### src/rtl/sram_arb_pkg.sv
// rtl/sram_arb_pkg.sv - shared types and constants for the SRAM arbiter controller
package sram_arb_pkg;

    typedef enum logic [1:0] {
        IDLE,
        ACCESS,
        CAPTURE,
        DONE
    } state_t;

    localparam int NBYTES      = 4;
    localparam int SRAM_ADDR_W = 9;

    localparam logic                CEN_OFF  = 1'b1;
    localparam logic [NBYTES-1:0]   GWEN_OFF = 4'hF;
    localparam logic [7:0]          WEN_OFF  = 8'hFF;

endpackage

### src/rtl/sram_arbiter_ctrl_rr_arb2.sv
// rtl/sram_arbiter_ctrl_rr_arb2.sv - two-way round-robin / fixed-priority arbiter
module rr_arb2
    import sram_arb_pkg::*;
(
    input  logic       clk,
    input  logic       rst,
    input  logic [1:0] req,
    input  logic       fixed_prio,
    input  logic       advance,
    output logic [1:0] grant
);

    // Port preferred on the next contention; the port just served loses the next tie.
    logic prefer_p1;

    always_comb begin
        grant = req;
        if (req == 2'b11) begin
            grant = (prefer_p1 && !fixed_prio) ? 2'b10 : 2'b01;
        end
    end

    always_ff @(posedge clk) begin
        if (rst) begin
            prefer_p1 <= 1'b0;
        end else if (advance && (grant != 2'b00)) begin
            prefer_p1 <= grant[0];
        end
    end

endmodule

### src/rtl/sram_arbiter_ctrl.sv
// rtl/sram_arbiter_ctrl.sv - two-port arbiter sequencing four 512x8 SRAM macros as 512x32
module sram_arbiter_ctrl
    import sram_arb_pkg::*;
#(
    parameter int ADDR_W     = SRAM_ADDR_W,
    parameter bit FIXED_PRIO = 1'b0
) (
    input  logic                  wb_clk_i,
    input  logic                  wb_rst_i,
    input  logic                  p0_req,
    input  logic                  p0_we,
    input  logic [NBYTES-1:0]     p0_be,
    input  logic [ADDR_W-1:0]     p0_addr,
    input  logic [8*NBYTES-1:0]   p0_wdata,
    output logic                  p0_ack,
    output logic [8*NBYTES-1:0]   p0_rdata,
    input  logic                  p1_req,
    input  logic                  p1_we,
    input  logic [NBYTES-1:0]     p1_be,
    input  logic [ADDR_W-1:0]     p1_addr,
    input  logic [8*NBYTES-1:0]   p1_wdata,
    output logic                  p1_ack,
    output logic [8*NBYTES-1:0]   p1_rdata,
    output logic                  sram_CEN,
    output logic [NBYTES-1:0]     sram_GWEN,
    output logic [7:0]            sram_WEN,
    output logic [ADDR_W-1:0]     sram_A,
    output logic [8*NBYTES-1:0]   sram_D,
    input  logic [8*NBYTES-1:0]   sram_Q,
    output logic                  busy
);

    state_t                 state;
    logic                   winner;
    logic                   cur_we;
    logic [1:0]             grant;
    logic                   sel_we;
    logic [NBYTES-1:0]      sel_be;
    logic [ADDR_W-1:0]      sel_addr;
    logic [8*NBYTES-1:0]    sel_wdata;

    rr_arb2 u_arb (
        .clk        (wb_clk_i),
        .rst        (wb_rst_i),
        .req        ({p1_req, p0_req}),
        .fixed_prio (FIXED_PRIO),
        .advance    (state == IDLE),
        .grant      (grant)
    );

    always_comb begin
        if (grant[1]) begin
            sel_we    = p1_we;
            sel_be    = p1_be;
            sel_addr  = p1_addr;
            sel_wdata = p1_wdata;
        end else begin
            sel_we    = p0_we;
            sel_be    = p0_be;
            sel_addr  = p0_addr;
            sel_wdata = p0_wdata;
        end
    end

    assign busy = (state != IDLE);

    always_ff @(posedge wb_clk_i) begin
        if (wb_rst_i) begin
            state     <= IDLE;
            winner    <= 1'b0;
            cur_we    <= 1'b0;
            sram_CEN  <= CEN_OFF;
            sram_GWEN <= GWEN_OFF;
            sram_WEN  <= WEN_OFF;
            sram_A    <= '0;
            sram_D    <= '0;
            p0_ack    <= 1'b0;
            p1_ack    <= 1'b0;
            p0_rdata  <= '0;
            p1_rdata  <= '0;
        end else begin
            p0_ack <= 1'b0;
            p1_ack <= 1'b0;
            case (state)
                IDLE: begin
                    if (grant != 2'b00) begin
                        winner   <= grant[1];
                        cur_we   <= sel_we;
                        sram_CEN <= 1'b0;
                        sram_A   <= sel_addr;
                        sram_D   <= sel_wdata;
                        // be=0 writes still run the write sequence, but GWEN stays all-off.
                        sram_GWEN <= sel_we ? ~sel_be : GWEN_OFF;
                        sram_WEN  <= sel_we ? 8'h00   : WEN_OFF;
                        state     <= ACCESS;
                    end
                end
                ACCESS: begin
                    sram_CEN  <= CEN_OFF;
                    sram_GWEN <= GWEN_OFF;
                    sram_WEN  <= WEN_OFF;
                    if (cur_we) begin
                        p0_ack <= ~winner;
                        p1_ack <= winner;
                        state  <= DONE;
                    end else begin
                        state  <= CAPTURE;
                    end
                end
                CAPTURE: begin
                    if (winner) begin
                        p1_rdata <= sram_Q;
                        p1_ack   <= 1'b1;
                    end else begin
                        p0_rdata <= sram_Q;
                        p0_ack   <= 1'b1;
                    end
                    state <= DONE;
                end
                DONE: begin
                    state <= IDLE;
                end
                default: begin
                    state <= IDLE;
                end
            endcase
        end
    end

endmodule

### config.mk
export PLATFORM = sky130hd
export DESIGN_NAME = sram_arbiter_ctrl
export DESIGN_NICKNAME = d
export VERILOG_FILES = /design/src/rtl/sram_arb_pkg.sv /design/src/rtl/sram_arbiter_ctrl_rr_arb2.sv /design/src/rtl/sram_arbiter_ctrl.sv
export SDC_FILE = /design/constraint.sdc
export NUM_CORES = 1
export LEC_CHECK = 0
export BUFFER_PORTS_ARGS = -buffer_cell sky130_fd_sc_hd__buf_4
export CAP_MARGIN = 20
export CORE_MARGIN = 5
export CORE_UTILIZATION = 46
export DETAILED_ROUTE_END_ITERATION = 10
export PLACE_DENSITY_LB_ADDON = 0.2
export SKIP_CTS_REPAIR_TIMING = 1
export SLEW_MARGIN = 20
export SYNTH_ARGS = -nofsm -noshare
export SYNTH_HDL_FRONTEND = slang
export SYNTH_HIERARCHICAL = 1
export SYNTH_SLANG_ARGS = --single-unit
### constraint.sdc
create_clock -name wb_clk_i -period 2.94 [get_ports wb_clk_i]
set_input_delay 0.294 -clock wb_clk_i [delete_from_list [all_inputs] [get_ports wb_clk_i]]
set_output_delay 0.294 -clock wb_clk_i [all_outputs]
set_load 0.02 [all_outputs]
Word level (Yosys, flattened, before mapping)
Cells that the tools add are included.
- output and inout bits: 121
- bits in registers: 125
- multiplexer cells: 23
- bitwise operators: 2
- reductions and logical operators: 9
- equal/unequal tests: 5
- operators with widths (operator ; number):
    $mux W32 ; 1
    $mux W8 ; 2
    $pmux W8 S2 ; 1
    $mux W4 ; 3
    $mux W9 ; 1
    $pmux W2 S4 ; 1
    $pmux W4 S2 ; 1
    $reduce_and A2 Y1 ; 4
    $mux W1 ; 7
    $eq A2 B2 Y1 const B ; 3
    $mux W2 ; 3
    $pmux W1 S2 ; 3
    $reduce_bool A2 Y1 ; 3
    $not A4 Y4 ; 1
    $eq A2 B1 Y1 const B ; 1
    $logic_not A2 Y1 ; 1
    $ne A2 B2 Y1 const B ; 1
    $logic_and A1 B1 Y1 ; 1
    $not A1 Y1 ; 1

Depth between registers and ports, before layout
Gate-level depths: netlist of the first run.
- depth in word-level cells: 7
- mapped depth: 8

By module
The synthesis of the first run kept the hierarchy.
- modules (own cells, without submodules) (module ; times used ; seq. area each (um2) ; cells each ; area each (um2)):
    sram_arbiter_ctrl ; 1 ; 2342.2 ; 540 ; 4707.0
    rr_arb2 ; 1 ; 20.0 ; 9 ; 75.1

Worst setup path after synthesis of the first run
Ideal clock, no wire load.
- path type: register -> register
- from: reg u_arb.prefer_p1
- to: reg sram_GWEN[0]
- data required time: 2803 ps
- data arrival time: 1397 ps
- cell stages (with the launch flop): 9
- path buffers: 3
- path slack: 1406 ps
- library setup time: 137 ps
- cell sequence: dfxtp_1 > nor2b_1 > o21a_1 > buf_2 > o21a_1 > buf_6 > buf_6 > o21ai_0 > o2111ai_1
- word-level cells in the longest chain between the ends: 7
- ends and longest elaborated chain (item ; RTL line ; source):
    start: declaration ; sram_arbiter_ctrl_rr_arb2.sv:14 ; logic prefer_p1;
    start signal: assignment ; sram_arbiter_ctrl_rr_arb2.sv:27 ; prefer_p1 <= grant[0];
    $mux W2 * ; sram_arbiter_ctrl_rr_arb2.sv:19 ; grant = (prefer_p1 && !fixed_prio) ? 2'b10 : 2'b01;
    $mux W2 * ; sram_arbiter_ctrl_rr_arb2.sv:18 ; if (req == 2'b11) begin
    via grant[1] ; sram_arbiter_ctrl.sv:36 ; logic [1:0] grant;
    $mux W4 ; sram_arbiter_ctrl.sv:52 ; if (grant[1]) begin
    $not A4 Y4 ; sram_arbiter_ctrl.sv:93 ; sram_GWEN <= sel_we ? ~sel_be : GWEN_OFF;
    $mux W4 ; sram_arbiter_ctrl.sv:93 ;
    $mux W4 ; sram_arbiter_ctrl.sv:86 ; if (grant != 2'b00) begin
    $pmux W4 S2 ; sram_arbiter_ctrl.sv:84 ; case (state)
    end signal: assignment ; sram_arbiter_ctrl.sv:93 ;
    end: declaration ; sram_arbiter_ctrl.sv:25 ; output logic [NBYTES-1:0] sram_GWEN,
The timed path passes the listed nets; every way through them passes the cells marked *. The select of a mux whose other input is x is not followed.
A chain may end at the register's enable or synchronous reset.

Worst setup path after layout of the first run
- from: reg state[0]
- to: reg sram_D[18]
- word-level cells in the longest chain between the ends: 2
- ends and longest elaborated chain (item ; RTL line ; source):
    start: declaration ; sram_arbiter_ctrl.sv:33 ; state_t state;
    start signal: assignment ; sram_arbiter_ctrl.sv:69 ; state <= IDLE;
    start signal: assignment ; sram_arbiter_ctrl.sv:95 ; state <= ACCESS;
    start signal: assignment ; sram_arbiter_ctrl.sv:105 ; state <= DONE;
    $logic_not A2 Y1 ; sram_arbiter_ctrl.sv:84 ;
    $reduce_and A2 Y1 (no line) ; - ;
    end signal: assignment ; sram_arbiter_ctrl.sv:91 ; sram_D <= sel_wdata;
    end: declaration ; sram_arbiter_ctrl.sv:28 ; output logic [8*NBYTES-1:0] sram_D,
No other way between the ends.

==> qor.csv, run 1 <==
stage,metric,value,unit
global_routing,met2 Resource Use GR,0.386,
drt,Routed WL per cell,15.0,µm
sta,Tcrit/Tclk final,0.732,
global_routing,M3 GR Usage,0.0772,
cts,Clock Tree Root,clkbuf_8,
cells_and_area,layout cells sized above 1,0.382,
worst_setup_path,CP Capture Type,flip-flop,
cts,CTS sink cnt,118,
sta,clk_skew,0.00487,ns
global_routing,met1 usage,0.243,
yosys,cell taking the most area after synthesis,dfxtp_1,
drt,routed vias/inst,5.02,
cts,CTS tree,built,
global_routing,vias in the first global route,4648,
cts,Worst-Skew Late Latency,0.50,ns
yosys,mux contribution to synthesized area,0.0984,
yosys,top post-synthesis cells by area,"dfxtp_1, nand2_1, mux2i_1",
yosys,largest family of logic cells by synthesized area,compound AO/OA/AOI/OAI gates,
cts,Clock Path Buffers,2,
pwr,maximum VDD drop,0.000391,V
sta,setup tns final,0,ns
sta,setup ws final,0.787,ns
worst_setup_path,"Req. time, crit path",3.33,ns
yosys,Yosys reg bits,118,
placement,IO Port Bufs,248,
cts,Clock transition at path regs,0.06,ns
placement,GP Congestion,0.792,
global_routing,total gr overflow,0,
yosys,top_reg_cell synth,dfxtp_1,
min_path,hold crit path type,in2reg,
placement,DP Wirelength,10400,µm
job,maxcap violations,0,
yosys,Post-Synthesis Cells,549,
sta,Tmin final,2.15,ns
drt,drc violations,0,
floorplan,Die H,112,µm
sta,RSZ-0062 raised after global routing,no,
cells_and_area,diode count,0,
cells_and_area,Final Util,0.706,
cells_and_area,number of fill cells,797,
global_routing,first-pass GRT wire length,22500,µm
global_routing,pin count of the biggest net entering global routing,65,
worst_setup_path,CP max FO,60,
sta,max_slew headroom,0.544,
yosys,Post-synth EDFFs,0,
yosys,mapped cell area,4780,µm²
floorplan,initial core utilization,0.467,
yosys,fraction of the mapped netlist area in adder cells,0.00785,
cells_and_area,Reg area,2360,µm²
yosys,sequential fraction of the synthesis area,0.494,
drt,initial DRC count,241,
yosys,top cell type's share of synthesized area,0.494,
pwr,leakage,3.15,nW
yosys,Synth Area in Simple Gates,0.163,
sta,max frequency,0.464,GHz
drt,first-pass iteration count of the detailed router,4,
cells_and_area,area growth from synthesis to layout,50.9,%
floorplan,die footprint,12500,µm²
sta,Final Hold Vio Count,0,
pwr,PwrDens,790,nW/µm²
yosys,most common cell in the netlist,nand2_1,
yosys,asr flop ratio synth,0,
yosys,Yosys cell types,33,
sta,"Setup violations, final",0,
floorplan,IO Pins,249,
yosys,compound-gate portion of the synthesized area,0.176,
yosys,yosys warns,6,
global_routing,layer with the highest usage,met2,
floorplan,core area,10200,µm²
sta,Worst Max-Slew Pin Slew,0.684,ns
placement,pre-CTS worst setup slack,0.838,ns
global_routing,antenna violations before repair,0,
drt,Total Wirelength,13800,µm
global_routing,all-layer global routing usage,0.220,
worst_setup_path,critical path startpoint category,flip-flop,
cells_and_area,area occupied by multi-input gates,2140,µm²
drt,ANT nets after route,0,
worst_setup_path,critical path arrival,2.55,ns
yosys,Commonest cells post-synth,"nand2_1, dfxtp_1, a21oi_1, mux2i_1, nor2_1",
outcome,status,finished clean,
floorplan,# rows,37,
drt,via count,4638,
yosys,Avg Inst Size Synth,8.71,µm²
yosys,xor-xnor portion of the synthesized cell area,0,
cells_and_area,Layout Nets,906,
worst_setup_path,kind of critical path,reg2reg,
cts,CTS buffer count,17,
cts,htree depth,4,
floorplan,die width,112,µm
sta,max-slew violations,0,
==> worst paths after layout <==
path                      from      endpoint  slack [ns]  cells past startpoint
setup reg to reg      state[0]    sram_D[18]        0.79                      6
hold / removal       sram_Q[5]   p1_rdata[5]        0.05                      3
setup / recovery      state[0]    sram_D[18]        0.79                      6
hold reg to reg   p1_rdata[23]  p1_rdata[23]        0.45                      2
==> state kept, by name, summed over array words and instances, names as in the netlist <==
name             cells
sram_D              32
sram_GWEN            4
state                2
sram_CEN             1
p0_ack               1
p1_ack               1
winner               1
sram_A               9
p0_rdata            32
cur_we               1
sram_WEN             1
u_arb/prefer_p1      1
p1_rdata            32
==> metrics by stage <==
stage                     area [µm²]  power (mW)  instances  hold WS (ns)
after CTS                       7220        5.76        924        0.0218
after detailed placement        6640        3.77        892         0.448
final                           7220        5.70        924        0.0502
after floorplan                 4790        3.11        550         0.408
after global placement          6640        3.72        892         0.443
after global routing            7220        6.01        924        0.0246
==> worst max-delay path: stages (launching register included) <==
cell,delay [ns]
dfxtp_1,0.32
inv_1,0.12
ha_1,0.38
o21a_2,0.56
buf_12,0.33
nor2_1,0.07
a211oi_1,0.27
==> cells in the final DEF, fill, tap and decap left out, types with 2 or more instances in the layout <==
cell / netlist / final
buf_4: 9 / 254
nand2_1: 132 / 132
dfxtp_1: 118 / 118
a21oi_1: 70 / 70
mux2i_1: 47 / 47
nor2_1: 45 / 45
a211oi_1: 31 / 31
clkbuf_16: 0 / 16
a211oi_2: 10 / 10
nand2b_1: 6 / 6
inv_1: 5 / 5
nand3_1: 5 / 5
o21ai_0: 5 / 5
o2111ai_1: 4 / 4
inv_6: 0 / 4
ha_1: 3 / 3
clkinv_2: 0 / 3
clkinvlp_4: 0 / 3
o21a_2: 0 / 2
nor2b_1: 3 / 2
clkbuf_8: 0 / 2
bufinv_16: 0 / 2
clkinv_4: 0 / 2
buf_12: 0 / 2
conb_1: 1 / 2
==> routing by layer <==
metal / share of wire / wire [µm]
met5: 0 / 0
met1: 0.38 / 5220
met4: 0.020 / 279
met2: 0.53 / 7320
met3: 0.073 / 1010
==> kinds of logic after synthesis <==
logic type | count (synthesis)
AO/OA/AOI/OAI | 130
multiplexers | 47
other | 1
buffers and inverters | 55
flip-flops | 118
AND/OR/NAND/NOR | 195
adder cells (fa/ha/maj) | 3
==> layout make-up <==
type / instances / area share
flip-flops and latches: 118 / 0.327
repair buffers: 256 / 0.270
multi-input cells: 377 / 0.297
clock buffers: 18 / 0.0593
clock inverters: 14 / 0.0208
well taps: 136 / 0.0236
inverters: 5 / 0.00260
==> report_power, final <==
part           leakage, nW  switching (mW)  total (mW)  internal [mW]
registers            0.965           0.144        1.99           1.85
logic                 1.91            1.00        1.73          0.733
clock network        0.278           0.740        1.97           1.23
(Power assumes the default switching activity.)
==> inputs of run 2 (changes only) <==
Settings changed: ABC_AREA set to 1, CORE_UTILIZATION 46 to 41.
Clock period 2.94 ns to 1.9 ns, I/O delays scaled along.
==> run 2 against run 1 <==
Global-route usage shrank 2.3 points. Synthesized cell count grew 27%. Die area grew 16%. Largest cell class unchanged. Non-clock buffer count grew 7. Wire length grew 6.3%. Register-to-register slack lost 0.56 ns. Flip-flop and latch count is the same. Combinational power grew 88%. Critical endpoint is now busy.
==> qor.csv, run 2 <==
stage,metric,value,unit
sta,max frequency,0.586,GHz
global_routing,met2 Resource Use GR,0.327,
placement,Post-Place Cells,1058,
cells_and_area,"most common cell after layout, fill and taps aside",buf_4,
floorplan,die footprint,14500,µm²
job,maxcap violations,0,
sta,Final Hold Vio Count,0,
cts,CTS sink cnt,118,
yosys,Yosys cell types,24,
cells_and_area,number of fill cells,1148,
drt,first-pass iteration count of the detailed router,4,
drt,Routed WL per cell,13.5,µm
drt,routed vias/inst,4.68,
pwr,maximum VDD drop,0.000707,V
cells_and_area,Post-Layout Cell Count,1090,
cts,CTS tree,built,
yosys,sequential fraction of the synthesis area,0.472,
cts,Worst-Skew Late Latency,0.40,ns
worst_setup_path,reg2reg start,u_arb/prefer_p1,
yosys,Syn Nets,829,
yosys,yosys warns,6,
worst_setup_path,Reg2Reg Setup Slack,0.23,ns
sta,Tcrit/Tclk final,0.898,
floorplan,Die H,120,µm
placement,DP Wirelength,10700,µm
yosys,Avg Inst Size Synth,7.17,µm²
global_routing,vias in the first global route,4740,
worst_setup_path,"critical path, cell by cell",inv_1 > ha_1 > inv_2 > buf_4,
yosys,most common cell in the netlist,nand2_1,
placement,IO Port Bufs,248,
outcome,status,finished clean,
floorplan,initial core utilization,0.418,
worst_setup_path,kind of critical path,reg2out,
cells_and_area,area growth from synthesis to layout,49.5,%
worst_setup_path,Crit path max-delay family,buffers and inverters,
floorplan,die width,120,µm
sta,clk_skew,0.00675,ns
drt,ANT nets after route,0,
min_path,Worst Hold Path EP,p0_rdata[17],
sta,"Setup violations, final",0,
floorplan,core area,12000,µm²
drt,drc violations,0,
sta,max-slew violations,0,
sta,setup ws final,0.193,ns
global_routing,all-layer global routing usage,0.197,
cells_and_area,most frequent cells in the layout,"buf_4, nand2_1, nor2_1",
yosys,asr flop ratio synth,0,
global_routing,first-pass GRT wire length,23000,µm
global_routing,antenna violations before repair,0,
sta,worst hold margin,0.0459,ns
placement,pre-CTS worst setup slack,0.227,ns
yosys,top post-synthesis cells by area,"dfxtp_1, nand2_1, nor2_1",
worst_setup_path,CP max-delay cell,dfxtp_1,
yosys,top_reg_cell synth,dfxtp_1,
floorplan,IO Pins,249,
worst_setup_path,critical path startpoint category,flip-flop,
worst_setup_path,r2r endpoint,sram_D[12],
global_routing,met1 usage,0.239,
floorplan,# rows,40,
worst_setup_path,CP max FO,7,
sta,RSZ-0062 raised after global routing,no,
pwr,PwrDens,1280,nW/µm²
cts,Clock transition at path regs,0.06,ns
yosys,Post-synth EDFFs,0,
global_routing,layer with the highest usage,met2,
cells_and_area,layout cells sized above 1,0.350,
yosys,Yosys reg bits,118,
worst_setup_path,critical path arrival,1.52,ns
worst_setup_path,worst path bufs/invs,3,
min_path,hold path cells,3,
cells_and_area,Layout Nets,1061,
worst_setup_path,R2R cell count,10,
min_path,Hold Startpoint,sram_Q[17],
cts,Clock Path Buffers,2,
yosys,top cell type's share of synthesized area,0.472,
sta,setup tns final,0,ns
cells_and_area,diode count,0,
cts,Clock Tree Root,clkbuf_16,
global_routing,total gr overflow,0,
cells_and_area,registers with the most flip-flops,"p0_rdata: 32 flops, p1_rdata: 32 flops, sram_D: 32 flops",
min_path,hold crit path type,in2reg,
worst_setup_path,CP Capture Type,primary output,
worst_setup_path,"slowest stage delay, CP",0.37,ns
worst_setup_path,"Req. time, crit path",1.71,ns
yosys,cell taking the most area after synthesis,dfxtp_1,
cts,htree depth,4,
sta,Tmin final,1.71,ns
placement,GP Congestion,0.791,
yosys,Post-Synthesis Cells,698,
drt,initial DRC count,297,
cts,CTS buffer count,17,
yosys,mapped cell area,5000,µm²
worst_setup_path,Critical Path Source,state[0],
global_routing,M3 GR Usage,0.0659,
drt,via count,5104,
pwr,leakage,3.61,nW
global_routing,pin count of the biggest net entering global routing,69,
yosys,Commonest cells post-synth,"nand2_1, nor2_1, dfxtp_1, o21ai_0, a21oi_1",
drt,Total Wirelength,14700,µm
-- run 2: power breakdown --
part / leakage (nW) / internal [mW] / switching, mW / total, mW
sequential: 0.964 / 2.93 / 0.254 / 3.19
combinational: 2.36 / 1.33 / 1.92 / 3.25
clock: 0.283 / 1.97 / 1.15 / 3.12
total: 3.61 / 6.23 / 3.33 / 9.56
-- run 2: worst register-to-register path, stage by stage (launching register included) --
cell     delay (ns)
dfxtp_1        0.32
inv_1          0.04
nor2_1         0.14
nand2_2        0.08
nand2_2        0.28
inv_2          0.22
buf_12         0.21
nand2_1        0.08
nand2_1        0.05
nand2_1        0.06
a21oi_1        0.06
-- run 2: worst max path at each step --
| stage | end | slack, ns | depth (start not counted) |
|---|---|---|---|
| 6_report | busy | 0.19 | 4 |
| 5_1_grt | sram_WEN[6] | 0.03 | 10 |
| 3_5_place_dp | sram_D[12] | 0.23 | 11 |
| 2_1_floorplan | sram_GWEN[0] | 0.27 | 8 |
| 4_1_cts | busy | 0.15 | 4 |
| 3_3_place_gp | sram_GWEN[3] | 0.26 | 11 |
-- run 2: final cells by class --
type / instances / area [µm²] / area share
Sequential cell: 118 / 2360 / 0.316
Timing Repair Buffer: 263 / 2020 / 0.271
Clock inverter: 14 / 150 / 0.0201
Inverter: 14 / 52.6 / 0.00703
Multi-Input combinational cell: 516 / 2260 / 0.303
Clock buffer: 18 / 439 / 0.0587
Tap cell: 147 / 184 / 0.0246
-- run 2: stage by stage --
| stage | utilization | power (mW) | cell area [µm²] |
|---|---|---|---|
| finish | 0.625 | 9.56 | 7480 |
| global route | 0.625 | 10.1 | 7480 |
| CTS | 0.625 | 9.67 | 7480 |
| detailed placement | 0.576 | 6.51 | 6890 |
| global placement | 0.576 | 6.48 | 6890 |
| floorplan | - | 5.31 | 5000 |
-- run 2: cells by family (layout without fill, tap and decap cells) --
kind of cell,count (synthesis),after routing,share of synthesized area
AOI/OAI and AO/OA,118,118,0.133
adders and majority gates,3,3,0.00750
buffers and inverters,64,309,0.0755
DFF,118,118,0.472
other,1,1,0.000750
and+or+nand+nor,394,394,0.311
-- run 2: routing by layer --
layer	vias to the layer above	share of wire
li1	2651	-
met1	2239	0.42
met2	197	0.47
met3	17	0.089
met4	0	0.016
met5	-	0
